==> src/rtl/dct_zigzag_serializer.sv <==
// Ping-pong 8x8 coefficient buffer: column beats in, one coefficient per cycle out.
// Define DCT_ZIGZAG_EN for JPEG zigzag read order; otherwise blocks drain in raster order.
module dct_zigzag_serializer #(
    parameter int DATA_W = 12
) (
    input  logic                     i_clk,
    input  logic                     i_rst_n,
    input  logic                     i_valid,
    input  logic signed [DATA_W-1:0] i_data0,
    input  logic signed [DATA_W-1:0] i_data1,
    input  logic signed [DATA_W-1:0] i_data2,
    input  logic signed [DATA_W-1:0] i_data3,
    input  logic signed [DATA_W-1:0] i_data4,
    input  logic signed [DATA_W-1:0] i_data5,
    input  logic signed [DATA_W-1:0] i_data6,
    input  logic signed [DATA_W-1:0] i_data7,
    output logic                     o_ready,
    output logic                     o_valid,
    output logic signed [DATA_W-1:0] o_data,
    output logic                     o_last,
    input  logic                     i_ready
);
    localparam int ROWS  = 8;
    localparam int CELLS = 64;

`ifdef DCT_ZIGZAG_EN
    localparam logic [5:0] SCAN [CELLS] = '{
        6'd0,  6'd1,  6'd8,  6'd16, 6'd9,  6'd2,  6'd3,  6'd10,
        6'd17, 6'd24, 6'd32, 6'd25, 6'd18, 6'd11, 6'd4,  6'd5,
        6'd12, 6'd19, 6'd26, 6'd33, 6'd40, 6'd48, 6'd41, 6'd34,
        6'd27, 6'd20, 6'd13, 6'd6,  6'd7,  6'd14, 6'd21, 6'd28,
        6'd35, 6'd42, 6'd49, 6'd56, 6'd57, 6'd50, 6'd43, 6'd36,
        6'd29, 6'd22, 6'd15, 6'd23, 6'd30, 6'd37, 6'd44, 6'd51,
        6'd58, 6'd59, 6'd52, 6'd45, 6'd38, 6'd31, 6'd39, 6'd46,
        6'd53, 6'd60, 6'd61, 6'd54, 6'd47, 6'd55, 6'd62, 6'd63
    };
`endif

    logic signed [DATA_W-1:0]     mem [2][CELLS];
    logic [ROWS-1:0][DATA_W-1:0]  col;
    logic                         wr_bank, rd_bank;
    logic [2:0]                   wr_col;
    logic [5:0]                   rd_idx, rd_addr;
    logic [1:0]                   full, full_nxt;
    logic                         wr_fire, rd_fire, wr_done, rd_done;

    assign col = {i_data7, i_data6, i_data5, i_data4, i_data3, i_data2, i_data1, i_data0};

    // A bank is never written and read at once: full blocks writes, empty blocks reads.
    assign o_ready = !full[wr_bank];
    assign o_valid = full[rd_bank];
    assign wr_fire = i_valid && o_ready;
    assign rd_fire = o_valid && i_ready;
    assign wr_done = wr_fire && (wr_col == 3'd7);
    assign rd_done = rd_fire && (rd_idx == 6'd63);

`ifdef DCT_ZIGZAG_EN
    assign rd_addr = SCAN[rd_idx];
`else
    assign rd_addr = rd_idx;
`endif

    assign o_data = o_valid ? mem[rd_bank][rd_addr] : '0;
    assign o_last = o_valid && (rd_idx == 6'd63);

    // Storage holds data only; status lives in full[], so no reset here.
    always_ff @(posedge i_clk) begin
        if (wr_fire) begin
            for (int r = 0; r < ROWS; r++) begin
                mem[wr_bank][{r[2:0], wr_col}] <= col[r];
            end
        end
    end

    always_comb begin
        full_nxt = full;
        if (wr_done) full_nxt[wr_bank] = 1'b1;
        if (rd_done) full_nxt[rd_bank] = 1'b0;
    end

    always_ff @(posedge i_clk or negedge i_rst_n) begin
        if (!i_rst_n) begin
            wr_bank <= 1'b0;
            wr_col  <= '0;
            rd_bank <= 1'b0;
            rd_idx  <= '0;
            full    <= '0;
        end else begin
            full <= full_nxt;
            if (wr_fire) begin
                wr_col <= wr_col + 3'd1;
                if (wr_done) wr_bank <= ~wr_bank;
            end
            if (rd_fire) begin
                rd_idx <= rd_idx + 6'd1;
                if (rd_done) rd_bank <= ~rd_bank;
            end
        end
    end
endmodule

==> config.mk <==
export PLATFORM = sky130hd
export DESIGN_NAME = dct_zigzag_serializer
export DESIGN_NICKNAME = d
export VERILOG_FILES = /design/src/rtl/dct_zigzag_serializer.sv
export SDC_FILE = /design/constraint.sdc
export NUM_CORES = 2
export LEC_CHECK = 0
export BUFFER_PORTS_ARGS = -buffer_cell sky130_fd_sc_hd__buf_2
export CAP_MARGIN = 25
export CORE_UTILIZATION = 35
export DETAILED_ROUTE_END_ITERATION = 7
export SLEW_MARGIN = 20
export SYNTH_ARGS = -nofsm -noshare
export SYNTH_HDL_FRONTEND = slang
export SYNTH_SLANG_ARGS = --single-unit
==> constraint.sdc <==
create_clock -name i_clk -period 12.3 [get_ports i_clk]
set_input_delay 2.46 -clock i_clk [delete_from_list [all_inputs] [get_ports i_clk]]
set_output_delay 2.46 -clock i_clk [all_outputs]
set_load 0.005 [all_outputs]
## After elaboration in Yosys (flattened, before gate mapping)

Memory sizes are Yosys's and may differ from the RTL's.
Index checks and enable logic that the tools add are counted.

| operators by class | value |
|---|---|
| $add $sub $neg | 2 |
| $lt $le $gt $ge | 21 |
| eq/ne operators | 2 |
| muxes and demuxes | 5415 |
| bitwise operators | 5390 |
| reduce and logical (&&, ||, !) cells | 18 |

Operators with widths:

| kind | number |
|---|---|
| $mux 768 | 8 |
| $mux 1 | 5383 |
| $or 1x1->1 | 5376 |
| $demux 12 s6 | 8 |
| $mux 12 | 11 |
| $bmux 12 s6 | 1 |
| $ge 7x7->1 const B | 9 |
| $lt 7x1->1 const B | 8 |
| $not 6->7 | 5 |
| $logic_and 1x1->1 | 15 |
| $not 5->7 | 2 |
| $not 3->7 | 1 |
| $not 4->7 | 1 |
| $add 6x1->6 const B | 1 |
| $eq 6x6->1 const B | 1 |
| $lt 1x2->1 const B | 2 |
| $mux 2 | 2 |
| $reduce_and 2->1 | 2 |
| $add 3x1->3 const B | 1 |
| $eq 3x3->1 const B | 1 |
| $and 2x2->2 | 1 |
| $demux 1 s1 | 2 |
| $ge 1x1->1 const B | 2 |
| $not 1->1 | 2 |
| other kinds (3) | 3 |

| word-level totals | value |
|---|---|
| bits in registers | 13 |
| bits in writable memories | 1536 |
| input port bits | 100 |
| output and inout bits | 15 |
| word-level logic and storage cells | 10854 |
| memories kept | 1 |

Memory list:

| memory | depth | width | read ports | clocked after Yosys merged registers in | wr ports | line | source |
|---|---|---|---|---|---|---|---|
| mem | 2 | 768 | 1 | 0 | 1 | 39 | `logic signed [DATA_W-1:0] mem [2][CELLS];` |

## Depth between registers and ports, before layout

| logic depth | value |
|---|---|
| depth in word-level cells | 13 |
| gate-level depth with buffers | 12 |
| gate-level depth less buffers | 6 |

## Worst setup path after synthesis

Ideal clock, no wire load.

| timing | value |
|---|---|
| kind | input-to-reg |
| from | in i_valid |
| to | mem mem[0][144] (netlist name), enable pin |
| setup time | 0.786 ns |
| data arrival time | 11.745 ns |
| required time | 11.514 ns |
| slack | -0.232 ns |
| cell stages on the path | 2 |
| path buffers | 0 |
| path through | nand2_1 nor4_1 |

| between the ends | value |
|---|---|
| cells in the longest elaborated chain, start to end | 10 |
| elaborated cells between the ends (all ways) | 17 |
| classes of those cells | mux: 9; bitwise: 7; reduce/logical: 1 |

RTL lines:

| item | line | source |
|---|---|---|
| start: declaration | 8 | `input logic i_valid,` |
| $logic_and 1x1->1 * | 52 | `assign wr_fire = i_valid && o_ready;` |
| $mux 1 * | 68 | `if (wr_fire) begin` |
| $mux 768 (implied by the code) | 70 | `mem[wr_bank][{r[2:0], wr_col}] <= col[r];` |
| $or 1x1->1 (no line) (6 in a row) | - |  |
| $or 1x1->1 (no line) * | - |  |
| end: declaration | 39 |  |

Mark *: on every way between the ends. The rest lies on a longest branch, timed or not.

## Final worst setup path

| timing | value |
|---|---|
| from | reg rd_idx[1], in the netlist rd_addr[1] |
| to | out o_data[10] |

| between the ends | value |
|---|---|
| cells in the longest elaborated chain, start to end | 5 |

RTL lines:

| item | line | source |
|---|---|---|
| start: declaration | 43 | `logic [5:0] rd_idx, rd_addr;` |
| start signal: assignment | 95 | `rd_idx <= rd_idx + 6'd1;` |
| $not 6->7 (implied by the code) | 63 | `assign o_data = o_valid ? mem[rd_bank][rd_addr] : '0;` |
| $bmux 12 s6 | 63 |  |
| $mux 12 (implied by the code) (2 in a row) | 63 |  |
| $mux 12 | 63 |  |
| end: declaration | 19 | `output logic signed [DATA_W-1:0] o_data,` |

Every way passes these cells. The select of a mux whose other input is x is not followed.

==> flow_summary.yaml <==
outcome:
  status: "complete, but fails checks"
  violations: "design-rule violations"
synth:
  netlist_instances: 4062
  synth_top_flop_cell: "edfxtp_1"
  synth_area_um2: 66300
  yosysTopAreaCell: "edfxtp_1"
  synth_common_cells: "1,536 x edfxtp_1, 773 x nand2_1, 339 x a21o_1"
  syn-num-nets: 4165
  ys_top_cells_by_area: "edfxtp_1 70%, mux4_2 8.8%, nand2_1 4.4%"
  ys_ff_latch: 1549
  ys_warn_count: 0
  seq_area_frac_synth: 0.701
  async_flop_share: 0.00839
  synth_edf_count: 1536
  synth_cell_type_count: 62
  yosysMostFrequentCell: "edfxtp_1"
  synthDominantCellAreaShare: 0.696
  avgSynthCellArea_um2: 16.3
sta:
  setup_viol: 0
  worst_slew_pin_slew_ps: 1140
  tns_ps: 0
  finalCriticalPeriod_ps: 7980
  grt_setup_unrepaired: "no"
  maxSlewHeadroom: 0.237
  fin_crit_sh: 0.649
  drv_slew: 0
  hold_violations: 0
  fmax_mhz: 125
  skew_ps: 24.9
layout:
  area_growth_pct: 11.3
  utilization: 0.392
  fin_nets: 4164
  final.fill_count: 17100
  layout-drive-gt1-share: 0.178
setup_path:
  reg2reg_from: "wr_bank"
  crit_start: "rd_addr[1]"
  crit_path_start_kind: "flop"
  arrival_ps: 5520
  rrSetupSlack_ps: 6840
  worstSetupPathType: "flop to output port"
  reg2regPathDepth: 8
  critPathMaxFanout: 45
  required_ps: 9840
  cp-end-kind: "output port"
  worstSetupEndpoint: "o_data[10]"
  r2r-end: "mem[1][205]"
floorplanning:
  rows: 159
  dieArea_um2: 191000
  io-pin-count: 115
  fp.coreArea_um2: 188000
  start_util: 0.353
  die_x_um: 437
  fp.dieH_um: 437
power_and_ir_drop:
  ir_worst_vdd_uv: 193
  powerDensity_nw_per_um2: 202
  p_total_mw: 14.9
  cellLeakagePower_nw: 25.1
global_route:
  grt_pass1_wl_um: 302000
  grtUsageMet2: 0.361
  grt_use_total: 0.222
  met1_usage: 0.285
  met3_usage: 0.0458
  grt_max_degree: 129
  grt_pass1_vias: 39400
  top_usage_layer: "met2"
  gr-total-overflow: 0
  antenna_found_initial: 50
clock_network:
  root_buffer: "clkbuf_16"
  clockBufferDepth: 3
  cts_tree: "yes"
  htreeDepth: 4
  cts-hold-fix-buffers: 0
  cts_resized: 0
  cts_setup_buffers: 0
  cts_buffers: 151
  clock_sinks: 1549
  clock_latency_ps: 830
  clk_pin_slew_ps: 60
min_path:
  min_from: "full[0]"
  worst_hold_path_type: "flop to flop"
route:
  drc: 6
  wl_per_cell_um: 32.1
  dr.pass1.iters: 7
  drtAntennaViolNets: 0
  drtIter0Drc: 5177
  vias_per_cell: 5.82
  route.vias.total: 39000
  drt_wl_total_um: 215000
place:
  hpwl_um: 123000
  routabilityCongestion: 0.799
  port_buffers: 114
job:
  cap_violations: 0
## worst min path at each step
stage / end / cells past startpoint
after floorplan: full[0] / 1
after global placement: full[0] / 1
after detailed placement: full[0] / 1
after CTS: full[0] / 1
after global routing: full[0] / 1
final: full[0] / 1
## final cells by class
class	instances	area, um2	area share
tap	2495	3120	0.0423
inverter	1	3.75	0.0000509
antenna	16	40.0	0.000543
clock inverter	90	870	0.0118
clock buffer	188	3940	0.0534
sequential	1549	46500	0.630
timing repair buffer	220	1500	0.0204
multi-input combinational	2138	17800	0.242
## through the flow
stage               setup slack (ps)  instance area (um2)  instances  hold slack [ps]
finish                          4320                73800       6697              543
CTS                             4320                73700       6676              544
global placement                5190                68800       6392              522
floorplan                       2290                66300       4062              481
global route                    4280                73800       6693              573
detailed placement              5180                68900       6398              530
## critical path, stage by stage (launching register included)
cell and delay (ps):
dfrtp_4 850, buf_4 720, nor2b_4 390, buf_4 460, buf_4 500, a22o_1 230
a211oi_1 60, a211oi_1 260, nor3_1 100, nor3_1 750, buf_2 250
## power by group
part	leakage, nW	internal (mW)	switching (mW)
Clock	2.34	2.55	2.05
Sequential	14.0	6.37	0.179
Combinational	8.76	1.17	2.57
## logic make-up (layout without fill, tap and decap cells)
logic type	count (synthesis)	count (layout)	synth area share
adder cells (fa/ha/maj)	3	3	0.000566
flip-flops	1549	1549	0.701
AO/OA/AOI/OAI	647	647	0.0739
XOR/XNOR	8	8	0.00106
other	0	16	0
buffers and inverters	375	499	0.0329
multiplexers	525	525	0.131
AND/OR/NAND/NOR	955	955	0.0596
## sequential cells by signal, summed over array words and instances, names as in the netlist
signal,flops
full,2
wr_bank,1
rd_bank,1
rd_addr,6
mem,1536
wr_col,3
## metal layers
metal | part of all wire | wire [um]
met1 | 0.38 | 80600
met5 | 0.0010 | 216
met3 | 0.096 | 20600
met4 | 0.046 | 9850
met2 | 0.48 | 104000
## placed cells by master, fill, tap and decap left out, types with 58 or more instances in the layout
master	synthesis	layout
a21o_1	339	339
a211oi_1	61	61
buf_4	55	94
edfxtp_1	1536	1536
mux2i_1	250	249
nand2_1	773	772
buf_2	153	115
mux4_2	259	259
nor2b_1	66	58
a22oi_1	81	81
clkbuf_16	0	152
(Power assumes the default switching activity.)
